**config.mk**
```make
export PLATFORM = sky130hd
export DESIGN_NAME = ai_knn_voter
export DESIGN_NICKNAME = d
export VERILOG_FILES = /design/src/rtl/ai_knn_voter.sv
export SDC_FILE = /design/constraint.sdc
export NUM_CORES = 1
export LEC_CHECK = 0
export BUFFER_PORTS_ARGS = -buffer_cell sky130_fd_sc_hd__buf_4
export CAP_MARGIN = 20
export CORE_MARGIN = 1.5
export CORE_UTILIZATION = 63
export DETAILED_ROUTE_END_ITERATION = 7
export PLACE_DENSITY = 0.79
export SLEW_MARGIN = 15
export SYNTH_ARGS = -nofsm -noshare
export SYNTH_HDL_FRONTEND = slang
export SYNTH_SLANG_ARGS = --single-unit
export TNS_END_PERCENT = 1
```
**constraint.sdc**
```tcl
create_clock -name clk -period 6.41 [get_ports clk]
set_input_delay 0 -clock clk [delete_from_list [all_inputs] [get_ports clk]]
set_output_delay 0 -clock clk [all_outputs]
set_load 0.005 [all_outputs]
```
**src/rtl/ai_knn_voter.sv**
```systemverilog
// K-nearest-neighbour voter: tallies class votes over the first K words of a sorted
// frame, then scans one class per cycle to pick the winner (most votes, then nearest).
module ai_knn_voter #(
  parameter int SIZE        = 8,
  parameter int K           = 5,
  parameter int NUM_CLASSES = 16
) (
  input  logic        clk,
  input  logic        rst,
  input  logic        init,
  input  logic [31:0] data_in,
  input  logic        data_rdy,
  input  logic        sort_ready,
  output logic [7:0]  class_out,
  output logic [3:0]  votes_out,
  output logic [23:0] class_dist,
  output logic        no_match,
  output logic        result_valid,
  output logic        busy,
  output logic        overrun
);

  localparam int IW = $clog2(SIZE + 1);
  localparam int CW = (NUM_CLASSES > 1) ? $clog2(NUM_CLASSES) : 1;
  localparam logic [23:0] NO_DIST = 24'hFFFFFF;

  typedef enum logic [1:0] {COLLECT, SCAN, OUTPUT} state_t;
  state_t state, state_nxt;

  logic [3:0]    votes     [NUM_CLASSES];
  logic [23:0]   best_dist [NUM_CLASSES];
  logic [IW-1:0] idx;
  logic [CW-1:0] scan_idx;
  logic [3:0]    win_votes;
  logic [23:0]   win_dist;
  logic [7:0]    win_label;

  logic [7:0]    label;
  logic [23:0]   score;
  logic          label_ok, vote_ok, scan_last;
  logic [3:0]    cand_votes, nxt_votes;
  logic [23:0]   cand_dist, nxt_dist;
  logic [7:0]    nxt_label;
  logic          take;

  assign label     = data_in[31:24];
  assign score     = data_in[23:0];
  assign label_ok  = {1'b0, label} < 9'(NUM_CLASSES);
  assign vote_ok   = data_rdy && (idx < IW'(K)) && label_ok && (score != NO_DIST);
  assign scan_last = (scan_idx == CW'(NUM_CLASSES - 1));

  assign busy         = (state != COLLECT);
  assign result_valid = (state == OUTPUT);

  always_ff @(posedge clk) begin
    if (rst || init) state <= COLLECT;
    else             state <= state_nxt;
  end

  always_comb begin
    state_nxt = state;
    case (state)
      COLLECT: if (sort_ready) state_nxt = SCAN;
      SCAN:    if (scan_last)  state_nxt = OUTPUT;
      OUTPUT:  state_nxt = COLLECT;
      default: state_nxt = COLLECT;
    endcase
  end

  // Candidate wins on more votes, or equal nonzero votes at a strictly smaller distance;
  // ascending scan therefore keeps the lower label on a full tie.
  always_comb begin
    cand_votes = votes[scan_idx];
    cand_dist  = best_dist[scan_idx];
    take       = (cand_votes > win_votes) ||
                 ((cand_votes == win_votes) && (cand_votes != 4'd0) && (cand_dist < win_dist));
    nxt_votes  = take ? cand_votes   : win_votes;
    nxt_dist   = take ? cand_dist    : win_dist;
    nxt_label  = take ? 8'(scan_idx) : win_label;
  end

  always_ff @(posedge clk) begin
    if (rst)                                               overrun <= 1'b0;
    else if (!init && busy && (data_rdy || sort_ready))    overrun <= 1'b1;
  end

  always_ff @(posedge clk) begin
    if (rst || init) begin
      for (int c = 0; c < NUM_CLASSES; c++) begin
        votes[c]     <= 4'd0;
        best_dist[c] <= NO_DIST;
      end
      idx        <= '0;
      scan_idx   <= '0;
      win_votes  <= 4'd0;
      win_dist   <= NO_DIST;
      win_label  <= 8'hFF;
      class_out  <= 8'd0;
      votes_out  <= 4'd0;
      class_dist <= 24'd0;
      no_match   <= 1'b0;
    end else begin
      case (state)
        COLLECT: begin
          scan_idx  <= '0;
          win_votes <= 4'd0;
          win_dist  <= NO_DIST;
          win_label <= 8'hFF;
          if (data_rdy && (idx < IW'(SIZE))) idx <= idx + 1'b1;
          if (vote_ok) begin
            votes[label[CW-1:0]] <= votes[label[CW-1:0]] + 4'd1;
            if (score < best_dist[label[CW-1:0]]) best_dist[label[CW-1:0]] <= score;
          end
        end
        SCAN: begin
          win_votes <= nxt_votes;
          win_dist  <= nxt_dist;
          win_label <= nxt_label;
          scan_idx  <= scan_idx + 1'b1;
          // Results land here so they are already visible in the OUTPUT cycle.
          if (scan_last) begin
            no_match   <= (nxt_votes == 4'd0);
            votes_out  <= nxt_votes;
            class_out  <= (nxt_votes == 4'd0) ? 8'hFF   : nxt_label;
            class_dist <= (nxt_votes == 4'd0) ? NO_DIST : nxt_dist;
          end
        end
        OUTPUT: begin
          for (int c = 0; c < NUM_CLASSES; c++) begin
            votes[c]     <= 4'd0;
            best_dist[c] <= NO_DIST;
          end
          idx <= '0;
        end
        default: ;
      endcase
    end
  end

endmodule

```
==> flow_summary_export.csv <==
group,metric,value,unit
floorplan,std_cell_rows,77,
timing,totalNegativeSetupSlack,0,ps
synth,post_synth_inst_count,1929,
final_layout,commonest_non_fill_non_tap_cell_in_the_layout,"edfxtp_1",
clock_network,cts_max_level,2,
setup_path,regToRegEndpoint,"class_dist[2]",
timing,finalMaxSlewViolations,0,
global_route,wire_length_of_the_first_global_routing_pass,113.6,mm
synth,mappedNetlistNets,2020,
timing,finalSetupViolations,0,
timing,tightestPinTransition,1174,ps
final_layout,most-common-layout-cells,"448 x edfxtp_1, 384 x nand2b_1, 274 x mux4_2",
setup_path,slowest_stage,"or2_1",
synth,synth_async_sr_flop_share,0,%
clock_network,cts_tree,"done",
synth,synth_flop_cell,"edfxtp_1",
clock_network,cts.sinks,536,
floorplan,die_h,214.6,um
timing,max_clock_freq,192.5,MHz
drt,via_per_inst,6.826,
global_route,antenna_found_initial,0,
global_route,via_count_of_the_first_global_routing_pass,18380,
timing,hold_violations,0,
timing,grt_setup_unrepaired,"no",
setup_path,start_kind,"register",
power_and_ir_drop,totalPowerFinal,7.618,mW
drt,drtIter0Drc,2778,
setup_path,cp_max_fo,26,
drt,avgRoutedWirePerCell,28.95,um
drt,via_count,18020,
global_route,grt_start_max_net_pins,57,
global_route,globalRoute.totalOverflow,0,
setup_path,r2r_cells,10,
setup_path,worstPathArrival,5750,ps
setup_path,crit_top_cell,"mux4_2",
synth,synth.cell_area,0.02821,mm^2
power_and_ir_drop,static-leakage-power,9.324,nW
global_route,grt.total_usage,33.87,%
min_path,min_delay_worst_endpoint,"state[0]",
min_path,hp-class,"in2reg",
placed_design,dp_worst_setup_slack,1165,ps
timing,timing.clock.skew,25.93,ps
timing,timing.final.crit_share,81.05,%
timing,slew_headroom,21.59,%
clock_network,cts_inserted_buffers,54,
synth,post_synth.cell_area_avg,14.62,um^2
setup_path,worst_reg_to_reg_setup_slack,1210,ps
drt,ant_nets,0,
clock_network,post_cts_resized,0,
drt,route.detailed.drc,0,
synth,yosysWarnings,0,
final_layout,nets,2093,
clock_network,clock_path_buffers,3,
placed_design,portBuffers,76,
placed_design,place_area,0.02944,mm^2
final_layout,drive_above_1_share,26.87,%
timing,final_worst_setup_slack,1215,ps
timing,fin_worst_hold_slack,270.0,ps
run,cap_violations,0,
synth,number_of_flops_mapped_to_enable_cells_by_yosys,448,
clock_network,clk_pin_slew_worst_paths,60,ps
final_layout,fin_area,0.03165,mm^2
clock_network,holdBufCountCts,29,
clock_network,worst_skew_pair_later_pin_latency,620,ps
power_and_ir_drop,power_density,240.7,mW/mm^2
outcome,outcome,"finished, final reports clean",
drt,route.final.wire_length,76.43,mm
synth,synth_seq_area_share,53.93,%
synth,synth_cell_type_count,56,
setup_path,cp.required,6970,ps
floorplan,initial_utilization,63.79,%
clock_network,cts.root.buffer_cell,"clkbuf_16",
setup_path,critical_path.endpoint_type,"register",
drt,drt_first_pass_iters,6,
floorplan,boundaryPins,77,
placed_design,gp_congestion,0.8581,
synth,synth_seq_cells,536,
floorplan,die_x,214.6,um
setup_path,crit_path_max_incr_delay,890,ps
timing,final_period_minus_worst_setup_slack,5195,ps
final_layout,nFillCells,2754,
floorplan,dieArea,0.04606,mm^2
power_and_ir_drop,max-vdd-ir-drop,0.1948,mV
floorplan,core,0.04422,mm^2
clock_network,postCtsSetupRepairBufs,0,
min_path,worstHoldPathCells,4,
final_layout,flow.area_growth_from_synthesis,12.21,%
min_path,min_from,"sort_ready",
placed_design,dp.final_hpwl,46.94,mm
setup_path,worstSetupPathType,"reg2reg",
setup_path,path_cells,"buf_4 > mux4_2 > mux4_2 > ha_1 > nand4_1 > nor4_1 > o211ai_2 > a31oi_4 > or2_1 > o221a_2",
-- worst max-delay path, delay by kind of cell (launching register included) --
kind            cells  cell delay [ps]
mux                 2             1110
flops               1              720
fa+ha+maj           1              320
simple gates        3             1480
compound gates      3             1020
buf+inv             1              460
-- layer usage --
| layer | vias up | global-route usage, % | part of all wire, % |
|---|---|---|---|
| met2 | 1178 | 54.45 | 48 |
| met5 | - | 0 | 0 |
| li1 | 7522 | - | - |
| met4 | 0 | 16.27 | 5.1 |
| met1 | 9079 | 43.53 | 35 |
| met3 | 241 | 8.681 | 12 |
-- area by class of cell --
| cell class | count | area, um^2 | share of cell area, % |
|---|---|---|---|
| antenna | 1 | 2.502 | 0.007905 |
| clock buffer | 71 | 1543 | 4.874 |
| clock inverter | 30 | 362.8 | 1.146 |
| inverter | 59 | 221.5 | 0.6996 |
| multi-input combinational | 1177 | 12090 | 38.21 |
| sequential | 536 | 15220 | 48.10 |
| tap | 592 | 740.7 | 2.340 |
| timing repair buffer | 174 | 1465 | 4.629 |
-- cells in the mapped netlist (2+ instances only) --
cell	n	share of area, %
edfxtp_1	448	48
nand2b_1	384	8.5
mux4_2	274	22
nor2_1	134	1.8
clkbuf_1	90	1.2
dfxtp_1	88	6.2
inv_1	59	0.79
ha_1	54	2.4
nand2_1	45	0.60
buf_2	34	0.60
a21oi_1	32	0.57
o22a_1	28	0.87
buf_1	23	0.31
nand3_1	23	0.41
o21ai_0	23	0.41
nand4_1	20	0.44
o221a_1	20	0.80
or2b_1	18	0.48
a21o_1	14	0.37
a21oi_2	11	0.34
nor2b_1	11	0.24
o221a_2	9	0.36
a22oi_1	8	0.21
mux2i_1	8	0.28
buf_6	7	0.28
and2_1	6	0.13
nor4_1	5	0.11
o21a_1	5	0.13
nor3_1	4	0.071
or2_2	4	0.089
a21oi_4	3	0.17
and3_1	3	0.067
buf_4	3	0.080
o2bb2ai_1	3	0.093
xor2_1	3	0.093
a211oi_1	2	0.053
o22ai_1	2	0.044
or4_1	2	0.053
xnor2_1	2	0.062
-- kinds of logic (layout without fill, tap and decap cells) --
family	Yosys count	after routing	synth area share, %
XOR/XNOR	5	5	0.1553
adder cells (fa/ha/maj)	54	54	2.395
buffers and inverters	216	334	3.251
AO/OA/AOI/OAI	169	169	4.830
flip-flops	536	536	53.93
other	0	1	0
multiplexers	282	282	22.16
AND/OR/NAND/NOR	667	667	13.28
-- power by group --
part	internal, mW	total (mW)	leakage, nW	switching [mW]
logic	0.164	0.438	4.14	0.274
clock network	1.99	3.39	0.920	1.40
registers	3.78	3.79	4.26	0.0155
total	5.93	7.62	9.32	1.69
-- stage by stage --
step / utilization [%] / instances
2_1_floorplan: - / 1929
3_5_place_dp: 66.58 / 2508
3_3_place_gp: 66.58 / 2508
4_1_cts: 71.54 / 2638
5_1_grt: 71.58 / 2639
6_report: 71.58 / 2640
-- sequential cells by signal (all words and copies together) (netlist names), named ones only --
signal      cells
votes_out       4
idx             4
win_votes       4
win_label       8
class_out       8
overrun         1
scan_idx        4
class_dist     24
votes          64
win_dist       24
no_match        1
state           2
best_dist     384
-- worst max path at each step --
stage | start | end | slack (ps) | depth (start not counted)
global placement | register | win_dist[9] | 1260 | 11
detailed placement | register | class_dist[2] | 1160 | 10
floorplan | data_in[24] | best_dist[2][0] | 810 | 17
finish | register | class_dist[2] | 1210 | 10
global route | register | class_dist[2] | 880 | 11
CTS | register | win_label[1] | 1130 | 11
No activity file was read; power rests on OpenSTA's default activity.
